[src/rtl/upload_flit_serializer.sv]
// Upload message serializer: captures a whole message in one handshake, then emits it one flit
// per cycle, either once (unicast) or once per set bit of the invalidation vector (multicast).
module upload_flit_serializer #(
  parameter int unsigned FLIT_W    = 16,
  parameter int unsigned NODES     = 4,
  parameter int unsigned ID_W      = 2,
  parameter int unsigned MAX_FLITS = 11,
  parameter int unsigned CNT_W     = 4
) (
  input  logic                          clk,
  input  logic                          rst,
  input  logic                          msg_valid,
  output logic                          msg_ready,
  input  logic                          msg_mode,
  input  logic [CNT_W-1:0]              msg_last_idx,
  input  logic [NODES-1:0]              msg_inv_vec,
  input  logic [MAX_FLITS*FLIT_W-1:0]   msg_flits,
  output logic [FLIT_W-1:0]             flit_out,
  output logic                          flit_valid,
  input  logic                          flit_ready,
  output logic                          flit_last,
  output logic                          busy,
  output logic                          done
);

  localparam logic [1:0] StIdle = 2'd0;
  localparam logic [1:0] StSend = 2'd1;
  localparam logic [1:0] StDone = 2'd2;

  localparam logic [CNT_W-1:0] MaxIdx = CNT_W'(MAX_FLITS - 1);

  function automatic logic [ID_W-1:0] lowest_set(input logic [NODES-1:0] v);
    logic [ID_W-1:0] r;
    r = '0;
    for (int i = NODES - 1; i >= 0; i--) begin
      if (v[i]) r = ID_W'(i);
    end
    return r;
  endfunction

  logic [1:0]                         state_q, state_d;
  logic [MAX_FLITS-1:0][FLIT_W-1:0]   flits_q, flits_d;
  logic                               mode_q, mode_d;
  logic [NODES-1:0]                   mask_q, mask_d;
  logic [CNT_W-1:0]                   last_q, last_d;
  logic [CNT_W-1:0]                   sel_q, sel_d;
  logic [ID_W-1:0]                    dest_q, dest_d;

  logic                               is_last;
  logic [NODES-1:0]                   mask_rem;
  logic [FLIT_W-1:0]                  cur_flit;

  assign is_last  = (sel_q == last_q);
  assign mask_rem = mask_q & ~(NODES'(1) << dest_q);

  always_comb begin
    state_d = state_q;
    flits_d = flits_q;
    mode_d  = mode_q;
    mask_d  = mask_q;
    last_d  = last_q;
    sel_d   = sel_q;
    dest_d  = dest_q;
    case (state_q)
      StIdle: begin
        if (msg_valid) begin
          flits_d = msg_flits;
          mode_d  = msg_mode;
          mask_d  = msg_inv_vec;
          last_d  = (msg_last_idx > MaxIdx) ? MaxIdx : msg_last_idx;
          sel_d   = '0;
          dest_d  = lowest_set(msg_inv_vec);
          // An empty multicast has nothing to send but still reports completion.
          state_d = (msg_mode || (msg_inv_vec != '0)) ? StSend : StDone;
        end
      end
      StSend: begin
        if (flit_ready) begin
          if (!is_last) begin
            sel_d = sel_q + CNT_W'(1);
          end else if (mode_q) begin
            state_d = StDone;
          end else begin
            mask_d = mask_rem;
            sel_d  = '0;
            if (mask_rem != '0) dest_d = lowest_set(mask_rem);
            else                state_d = StDone;
          end
        end
      end
      StDone:  state_d = StIdle;
      default: state_d = StIdle;
    endcase
  end

  always_comb begin
    cur_flit = flits_q[sel_q];
    if ((sel_q == '0) && !mode_q) cur_flit[FLIT_W-1 -: ID_W] = dest_q;
    flit_out   = (state_q == StSend) ? cur_flit : '0;
    flit_valid = (state_q == StSend);
    flit_last  = (state_q == StSend) && is_last;
    msg_ready  = (state_q == StIdle);
    busy       = (state_q != StIdle);
    done       = (state_q == StDone);
  end

  always_ff @(posedge clk or posedge rst) begin
    if (rst) begin
      state_q <= StIdle;
      flits_q <= '0;
      mode_q  <= 1'b0;
      mask_q  <= '0;
      last_q  <= '0;
      sel_q   <= '0;
      dest_q  <= '0;
    end else begin
      state_q <= state_d;
      flits_q <= flits_d;
      mode_q  <= mode_d;
      mask_q  <= mask_d;
      last_q  <= last_d;
      sel_q   <= sel_d;
      dest_q  <= dest_d;
    end
  end

endmodule

[config.mk]
export PLATFORM = sky130hd
export DESIGN_NAME = upload_flit_serializer
export DESIGN_NICKNAME = d
export VERILOG_FILES = /design/src/rtl/upload_flit_serializer.sv
export SDC_FILE = /design/constraint.sdc
export NUM_CORES = 1
export LEC_CHECK = 0
export CORE_MARGIN = 5
export CORE_UTILIZATION = 46
export DETAILED_ROUTE_END_ITERATION = 6
export PLACE_DENSITY = 0.77
export REMOVE_ABC_BUFFERS = 1
export SLEW_MARGIN = 25
export SYNTH_ARGS = -nofsm -noshare
export SYNTH_HDL_FRONTEND = slang
export SYNTH_SLANG_ARGS = --single-unit
export TNS_END_PERCENT = 1
[constraint.sdc]
create_clock -name clk -period 6.59 [get_ports clk]
set_clock_uncertainty 0.1 [all_clocks]
set_input_delay 1.318 -clock clk [delete_from_list [all_inputs] [get_ports clk]]
set_output_delay 1.318 -clock clk [all_outputs]
set_load 0.02 [all_outputs]
==> results by group, run 1 <==
Critical path
  – WP data required: 5.17 ns
  – Kind of critical path: reg2out
  – Worst EP arrival: about 3.5 ns
  – Reg-to-Reg Start: state_q[0]
  – R2R depth: 4
  – Setup crit end kind: primary output
  – CP startpoint kind: flop
  – FF-to-FF End: last_q[0]
  – R2R Setup Slk: 3.77 ns
  – Crit Path Max Fanout: 31

CTS
  – Clock buffer count from CTS: 17
  – Postcts setup bufs: 0
  – PostCTS Resize Cnt: 0
  – Clk buf depth: 2
  – CTS Sinks: 193
  – CTS tree: built
  – CTS root buf: clkbuf_16
  – Cts hold-fix bufs: 0
  – Worst-Skew Late Latency: 0.42 ns
  – CTS H-Tree Depth: 4
  – Register clock-pin slew on the reported worst setup and hold paths: around 0.07 ns

STA
  – Fmax: approximately 0.2 GHz
  – RSZ-0062 raised after global routing: false
  – Period utilization: 75.0%
  – Post-route minimum period: between 4 and 5 ns
  – Hold Slack: 0.376 ns
  – Final hold viol count: 0
  – Pins Over Slew Limit: 0
  – Slew @ Worst Pin: just over 1 ns
  – Setup-failing EPs final: 0
  – Final worst slack: 1.65 ns
  – Headroom to the max-slew limit: 32.4%

Detailed routing
  – First-pass iteration count of the detailed router: 5
  – Metal3 WL: between 1.5 and 2 mm
  – DR vias: ~7,500
  – Met1 WL: roughly 11 mm
  – Met2 wire length: 11.7 mm
  – Final WL: roughly 24 mm
  – DRC violation total after the first TritonRoute iteration: 469
  – DRC Markers: 0
  – Top Layer Used: met5
  – Via density: 5.04
  – WL per Instance: 16.3 um
  – Routed Antenna Nets: 0

Logic synthesis
  – Ys flop type: dfrtp_1
  – Synth top cells by count: nand2_1, dfrtp_1, a21oi_1
  – Synth warn: 0
  – Library cells used by synthesis: 44
  – Post-Synth Adder-Cell Area: 0.272%
  – Sequential area share after synthesis: 52.5%
  – Largest family of logic cells by synthesized area: simple AND/OR/NAND/NOR gates
  – Most common cell in the netlist: nand2_1
  – Post-synthesis simple-gate area fraction: 26.8%
  – Area contributors post-synth: dfrtp_1, nand2_1, mux4_2, a21oi_1, clkbuf_1
  – Post-synthesis mux area share: 9.72%
  – Post-synth EDFFs: 0
  – Yosys top cell area share: 52.5%
  – Netlist Area Pre-Place: 9190 um^2
  – Synthesized area per cell: between 8 and 9 um^2
  – Cell taking the most area after synthesis: dfrtp_1
  – Post-Synth XOR/XNOR Area: 0.939%
  – Cells after Synth: 1,044
  – Async S/R FF share, synth: 100%
  – Synthesis-stage register bit count: 193
  – Complex-gate fraction of the synthesized area: 6.10%

Place
  – Worst slack at placement: 2.07 ns
  – Placer congestion estimate: 0.822
  – Cells after DPL: between 1,000 and 1,500
  – Post-DP HPWL: 16.0 mm
  – IO Port Bufs: 209

GRT
  – Grt total ovfl: 0
  – Largest net degree at the start of global routing: 103
  – Total Routing Usage GR: a little over a fifth
  – Initial antenna violation count: 1
  – First-pass GRT wire length: just under 40 mm
  – Number of global-route vias before repair: 7,659

Finish
  – Area Overhead vs Synth: 30.7%
  – Fin cells: 1,490
  – Antenna fix cells: 0
  – Layout cell share with drive strength beyond 1: 7.27%
  – Final nets: 1,405
  – Fill cell count: 1,687
  – Final core utilization: 61.3%

Power
  – Peak supply drop: between 150 and 200 uV
  – Leakage: 5.79 nW
  – Total power: 5.28 mW
  – Pwr Density: 439 nW/um^2

Floorplan
  – Die X: around 150 um
  – DIE HEIGHT: around 150 um
  – Core area: 19,600 um^2
  – Num ports: 210
  – Die area: 22,900 um^2
  – Num rows: just over 50
  – Starting Density: 46.9%

Outcome
  – Status: finished, final reports clean

Worst hold path
  – Hold Startpoint: flits_q[139]
  – Hold path depth: 2
  – Hold path endpoint: flits_q[139]
  – Hold Crit Class: reg2reg

Job
  – Max-cap viol count: 0
per-stage QoR:
stage	setup TNS, ns	cell area [um^2]
global placement	0	11400
CTS	0	12000
floorplan	-180.38	8880
detailed placement	0	11400
global route	0	12000
finish	0	12000
power breakdown:
part / total (mW) / internal (mW) / switching (mW)
logic: 2.13 / 1.03 / 1.10
clock network: 1.08 / 0.620 / 0.456
registers: 2.07 / 1.71 / 0.360
total: 5.28 / 3.36 / 1.92
sequential cells by signal, summed over array words and instances (netlist names):
register  flops
flits_q     176
sel_q         4
dest_q        2
last_q        4
state_q       2
mask_q        4
mode_q        1
critical path: stages, from the launching register on:
cell and delay, ns:
dfrtp_2 0.72, nor2b_2 0.88, a22oi_1 0.16, a211oi_1 0.28, a211oi_1 0.08, nor3_1 0.32, clkdlybuf4s50_1 0.67
final cells by class:
type	instances	area, um^2	share of cell area (%)
Clock buffer	20	457	3.80
Sequential cell	193	4840	40.2
Tap cell	265	332	2.76
Timing Repair Buffer	218	2160	18.0
Multi-Input combinational cell	778	4050	33.7
Inverter	6	30.0	0.250
Clock inverter	10	149	1.24
cells in the final DEF (no fill, tap or decap), types with 4 or more instances in the layout:
master	Yosys	final
nand2_1	569	568
clkdlybuf4s50_1	0	209
dfrtp_1	193	190
a21oi_1	41	41
nor2_1	40	39
mux4_2	32	32
clkbuf_16	0	17
mux2i_1	15	15
a211o_1	13	13
o21ai_0	12	12
buf_4	4	9
inv_1	6	5
o211ai_1	4	4
a211oi_1	4	4
a22o_1	4	4
inv_6	0	4
cell families (layout without fill, tap and decap cells):
family | after synthesis | in the layout
AND/OR/NAND/NOR | 634 | 634
buffers and inverters | 73 | 254
flip-flops | 193 | 193
adder cells (fa/ha/maj) | 2 | 2
AO/OA/AOI/OAI | 87 | 87
XOR/XNOR | 6 | 6
multiplexers | 49 | 49
per-layer routing:
metal	track usage [%]	vias up
met4	6.89	2
met2	34.3	228
met5	0	-
met1	29.5	3563
met3	4.31	31
li1	-	3691
worst max path at each step:
stage                   endpoint  startpoint  slack (ns)  cells after the start
detailed placement  flit_out[14]    sel_q[1]        2.07                      6
CTS                 flit_out[14]    sel_q[1]        1.60                      6
global placement    flit_out[14]    sel_q[1]        2.07                      6
finish              flit_out[14]    sel_q[1]        1.65                      6
floorplan              mask_q[0]  flit_ready       -1.21                      4
global route        flit_out[14]    sel_q[1]        1.46                      6
No activity file was read; power rests on OpenSTA's default activity.
==> run 2: changes to the inputs <==
Settings changed: CORE_UTILIZATION 46 to 51, PLACE_DENSITY 0.77 to 0.81.
Clock period 6.59 ns to 5.1 ns, I/O delays scaled along.
==> results by group, run 2 (synthesized netlist as in run 1, its figures left out) <==
Finish
  – Max reg flops: 176
  – Final core utilization: 67.5%
  – Area Overhead vs Synth: 31.0%
  – Most flops, register: flits_q
  – Most common library cell in the layout ignoring fill and taps: nand2_1
  – Layout cell share with drive strength beyond 1: 7.57%
  – Most frequent cells in the layout: nand2_1, clkdlybuf4s50_1, dfrtp_1
  – Fin cells: about 1,500
  – Final nets: 1,407
  – Design Area, Final: 12,000 um^2
  – Antenna fix cells: 0

Critical path
  – Crit Path Max Fanout: 34
  – WP data required: 3.98 ns
  – Setup crit end kind: primary output
  – CP startpoint kind: flop
  – Worst EP arrival: ~3.4 ns
  – Kind of critical path: reg2out

CTS
  – Postcts setup bufs: 0
  – Clock buffer count from CTS: 17
  – CTS root buf: clkbuf_16
  – Worst-Skew Late Latency: 0.43 ns
  – Register clock-pin slew on the reported worst setup and hold paths: 0.07 ns
  – Clk buf depth: 2
  – CTS tree: built
  – Cts hold-fix bufs: 0
  – CTS Sinks: 193
  – PostCTS Resize Cnt: 0
  – CTS H-Tree Depth: 4

Power
  – Leakage: between 5 and 6 nW
  – Pwr Density: 570 nW/um^2
  – Peak supply drop: 293 uV

STA
  – Pins Over Slew Limit: 0
  – Setup-failing EPs final: 0
  – Fmax: 0.222 GHz
  – Period utilization: 88.2%
  – Headroom to the max-slew limit: 34.8%
  – RSZ-0062 raised after global routing: false
  – Setup TNS: 0 ns
  – Post-route minimum period: 4.50 ns
  – Final hold viol count: 0
  – Slew @ Worst Pin: between 0.9 and 1 ns

GRT
  – Met3 usage: 5.89%
  – Number of global-route vias before repair: 7,624
  – Total Routing Usage GR: a little under a quarter
  – First-pass GRT wire length: between 30 and 40 mm
  – Met2 Track Usage GR: 37.1%
  – Initial antenna violation count: 1
  – GR Util met1: approximately 33%
  – Largest net degree at the start of global routing: 149
  – Grt peak-use layer: met2
  – Grt total ovfl: 0

Place
  – IO Port Bufs: ~210
  – Post-DP HPWL: 15.7 mm
  – Dpl cell area: 11,400 um^2
  – Cells after DPL: 1,426
  – Placer congestion estimate: 0.806

Floorplan
  – Die area: 20,800 um^2
  – Core area: 17,800 um^2
  – Num rows: 49
  – Die X: 144 um
  – Starting Density: between 50% and 60%
  – DIE HEIGHT: 144 um
  – Num ports: 210

Detailed routing
  – Via density: 5.28
  – WL per Instance: 16.2 um
  – First-pass iteration count of the detailed router: 5
  – DR vias: 7,693
  – DRC violation total after the first TritonRoute iteration: roughly 660
  – Routed Antenna Nets: 0
  – DRC Markers: 0
  – Final WL: roughly 24 mm

Worst hold path
  – Hold Crit Class: reg2reg

Outcome
  – Status: finished, final reports clean

Job
  – Max-cap viol count: 0
==> run 2: changes by cell type in the layout (fill, tap and decap cells not counted) <==
cell | before | now
clkinv_2 | 0 | 2
clkbuf_8 | 2 | 0
clkinv_8 | 0 | 2
clkinvlp_4 | 2 | 1
buf_4 | 9 | 8
inv_8 | 1 | 2
nand2b_1 | 3 | 4
clkbuf_1 | 1 | 0
buf_12 | 0 | 3
clkinv_4 | 1 | 2
nand2b_2 | 1 | 0
==> run 2: path summary, 6_finish.rpt <==
kind | from | end | slack, ns | depth (start not counted)
worst max-delay path | sel_q[0] | flit_out[8] | 0.60 | 6
worst min-delay path | flits_q[42] | flits_q[42] | 0.37 | 2
worst max register to register | sel_q[1] | dest_q[0] | 2.24 | 6
worst min register to register | flits_q[42] | flits_q[42] | 0.37 | 2
max in group asynchronous | rst | flits_q[142] | 2.98 | 3
min in group asynchronous | rst | flits_q[51] | 1.02 | 2
==> run 2: stage by stage <==
stage / worst slack (ns) / power, mW / hold slack [ns]
final: 0.600 / 6.86 / 0.375
after global routing: 0.452 / 7.34 / 0.391
after CTS: 0.574 / 6.90 / 0.379
after detailed placement: 1.09 / 5.45 / 0.361
after global placement: 1.09 / 5.35 / 0.353
after floorplan: -2.41 / 4.52 / 0.340
==> run 2: area by class of cell <==
cell class / count / area [um^2]
clock buffer: 17 / 425
clock inverter: 15 / 199
fill: 1393 / 5800
inverter: 6 / 35.0
multi-input combinational: 778 / 4050
sequential: 193 / 4840
tap: 229 / 287
timing repair buffer: 220 / 2210
==> run 2: critical path: stages, from the launching register on <==
cell	delay, ns
dfrtp_4	0.83
nor2b_2	0.55
buf_4	0.30
a21oi_1	0.10
a211o_1	0.29
a21oi_1	0.21
clkdlybuf4s50_1	0.65
==> run 2: routing by layer <==
metal / vias up / wire length, um
li1: 3694 / -
met1: 3706 / 10300
met2: 265 / 11300
met3: 26 / 1850
met4: 2 / 274
met5: - / 13
==> run 2: power by group <==
group	switching, mW	total, mW	internal (mW)
Clock	0.622	1.41	0.789
Combinational	1.38	2.72	1.34
Sequential	0.519	2.73	2.21
Total	2.52	6.86	4.34
==> variant: new RTL, config.mk and constraints of run 1 <==
`flits_q` no longer has a reset.
--- a/src/rtl/upload_flit_serializer.sv
+++ b/src/rtl/upload_flit_serializer.sv
@@ -108,5 +108,4 @@
     if (rst) begin
       state_q <= StIdle;
-      flits_q <= '0;
       mode_q  <= 1'b0;
       mask_q  <= '0;
@@ -116,5 +115,4 @@
     end else begin
       state_q <= state_d;
-      flits_q <= flits_d;
       mode_q  <= mode_d;
       mask_q  <= mask_d;
@@ -125,4 +123,8 @@
   end
 
+  always_ff @(posedge clk) begin
+    flits_q <= flits_d;
+  end
+
 endmodule
 
Behaviour: no difference found for any inputs over 4 cycles, from zero or initial values and one cycle with rst high; that may be too few to reach the edited logic, so the function may still have changed.
==> variant against run 1 <==
Sequential cell count stayed put; final area decreased by 10%; worst setup slack got worse by 0.38 ns; synthesized area is 14% lower; via count fell by 32%; wire length fell by 23%; total power decreased by 20%; critical endpoint is now flit_out[0]; largest cell class unchanged; largest power group is now registers.
==> variant: results (changes against run 1) <==
Outcome
The run finished with clean final reports.

Layout
The proportion of layout cells with a drive suffix above 1 was 11.2% (+3.9 points). The final layout net count is 884 (-37%). The count of non-CTS inverters in the layout came to 9 (+3). The number of multi-input logic gates is 259 (-67%). The area of the multi-input gates is 0.00203 mm² (-50%). The final-layout clock-cell area share is 5.62% (+0.58 points).

The register share of the cell area is 52.9% (+13 points). The number of inserted filler cells in the final layout is 1,244 (-26%). The number of non-clock buffers in the layout was 213 (-2.3%). The non-clock buffering overhead in the final layout is 19.6% (+1.7 points).

The number of antenna diodes is 1 (+1).

Detailed routing
The first-iteration detailed-routing DRC count came to 410 (-13%). The routed wire length on met2 is 9830 µm (-16%). The via count is 5,074 (-32%). The final wirelength was 18,800 µm (-23%). The detailed-route vias per instance is 5.44 (+7.9%).

The met3 routed wirelength is 1300 µm (-16%). The length of routed wiring on met1 came to 7350 µm (-30%). The top metal layer carrying routed signals is met4.

Synth
In the synthesized netlist, the cells that appear most often are edfxtp_1 (176), nor2_1 (42), a21oi_1 (37), nand2_1 (37), mux4_2 (28). The mean instance size in the synthesized netlist is 16.2 µm² (+84%). The fraction of registers with async set/reset was 8.81% (-91 points). The part of the Yosys area used for sequential elements came to 72.2% (+20 points). Ranked by total cell area, the synthesized netlist is headed by edfxtp_1 (67%), mux4_2 (8.0%), dfrtp_1 (5.4%), mux2i_1 (2.9%), a21oi_1 (2.3%).

The number of flops mapped to enable cells by yosys is 176 (+176). The dominant synthesized flop cell is edfxtp_1.

Place
The final RePlAce weighted congestion is 0.840 (+2.1%). The post-DP HPWL came to 12,900 µm (-19%). The number of cells in the design after placement is 899 (-38%). The post-place setup slack is 1.66 ns (-0.412 ns).

Critical path
The slack of the worst reg-to-reg path is 3.81 ns (+0.04 ns). The largest incremental delay on the critical path is 1.04 ns (+0.16 ns). The data arrival time at the worst-slack endpoint is 3.90 ns (+0.38 ns). The most critical setup path has its startpoint at sel_q[0]. The cell with the largest stage delay on the worst path is dfrtp_4. The top cell family by delay on the critical path is flip-flops. The biggest fanout along the worst timing path is 56 (+81%).

The capture point of the worst path is flit_out[0].

Global route
The total track usage was 19.0% (-2.5 points). The met3 routing resource usage after global routing was 5.05% (+0.75 points). The first-pass GRT wire length is 28,500 µm (-26%). The number of global-route vias before repair is 5,374 (-30%). The met2 track demand over resource is 32.6% (-1.7 points).

The maximum number of pins on one net before global-route repair is 109 (+5.8%).

Min path
The worst hold path startpoint is last_q[2]. The worst hold endpoint is last_q[2].

Power and ir drop
The combinational power is 1360 µW (-36%). The leakage power total is 0.00370 µW (-36%). The clock share of power is 25.0% (+4.6 points).

The design internal power is 2850 µW (-15%).

Die
The die width is 141 µm (-6.7%).

STA
The post-route worst hold slack is 0.424 ns (+0.0485 ns).
==> variant: cell types whose count changed after synthesis, moves of 4 or more <==
cell / run 1 / this run
mux2i_1: 15 / 23
mux4_2: 32 / 28
mux2_2: 1 / 5
dfrtp_1: 193 / 17
a21oi_1: 41 / 37
o21ai_0: 12 / 21
buf_2: 15 / 8
edfxtp_1: 0 / 176
clkbuf_1: 40 / 14
o211ai_1: 4 / 0
a211oi_1: 4 / 0
nand2_1: 569 / 37
==> variant: logic make-up (layout without fill, tap and decap cells) <==
| group | after synthesis | in the layout | share of synthesized area (%) |
|---|---|---|---|
| flops | 193 | 193 | 72.2 |
| simple gates | 108 | 108 | 6.04 |
| compound gates | 88 | 88 | 7.10 |
| mux | 57 | 57 | 11.8 |
| buf+inv | 37 | 254 | 2.17 |
| xor+xnor | 4 | 4 | 0.443 |
| fa+ha+maj | 2 | 2 | 0.316 |
| other cells | 0 | 1 | 0 |
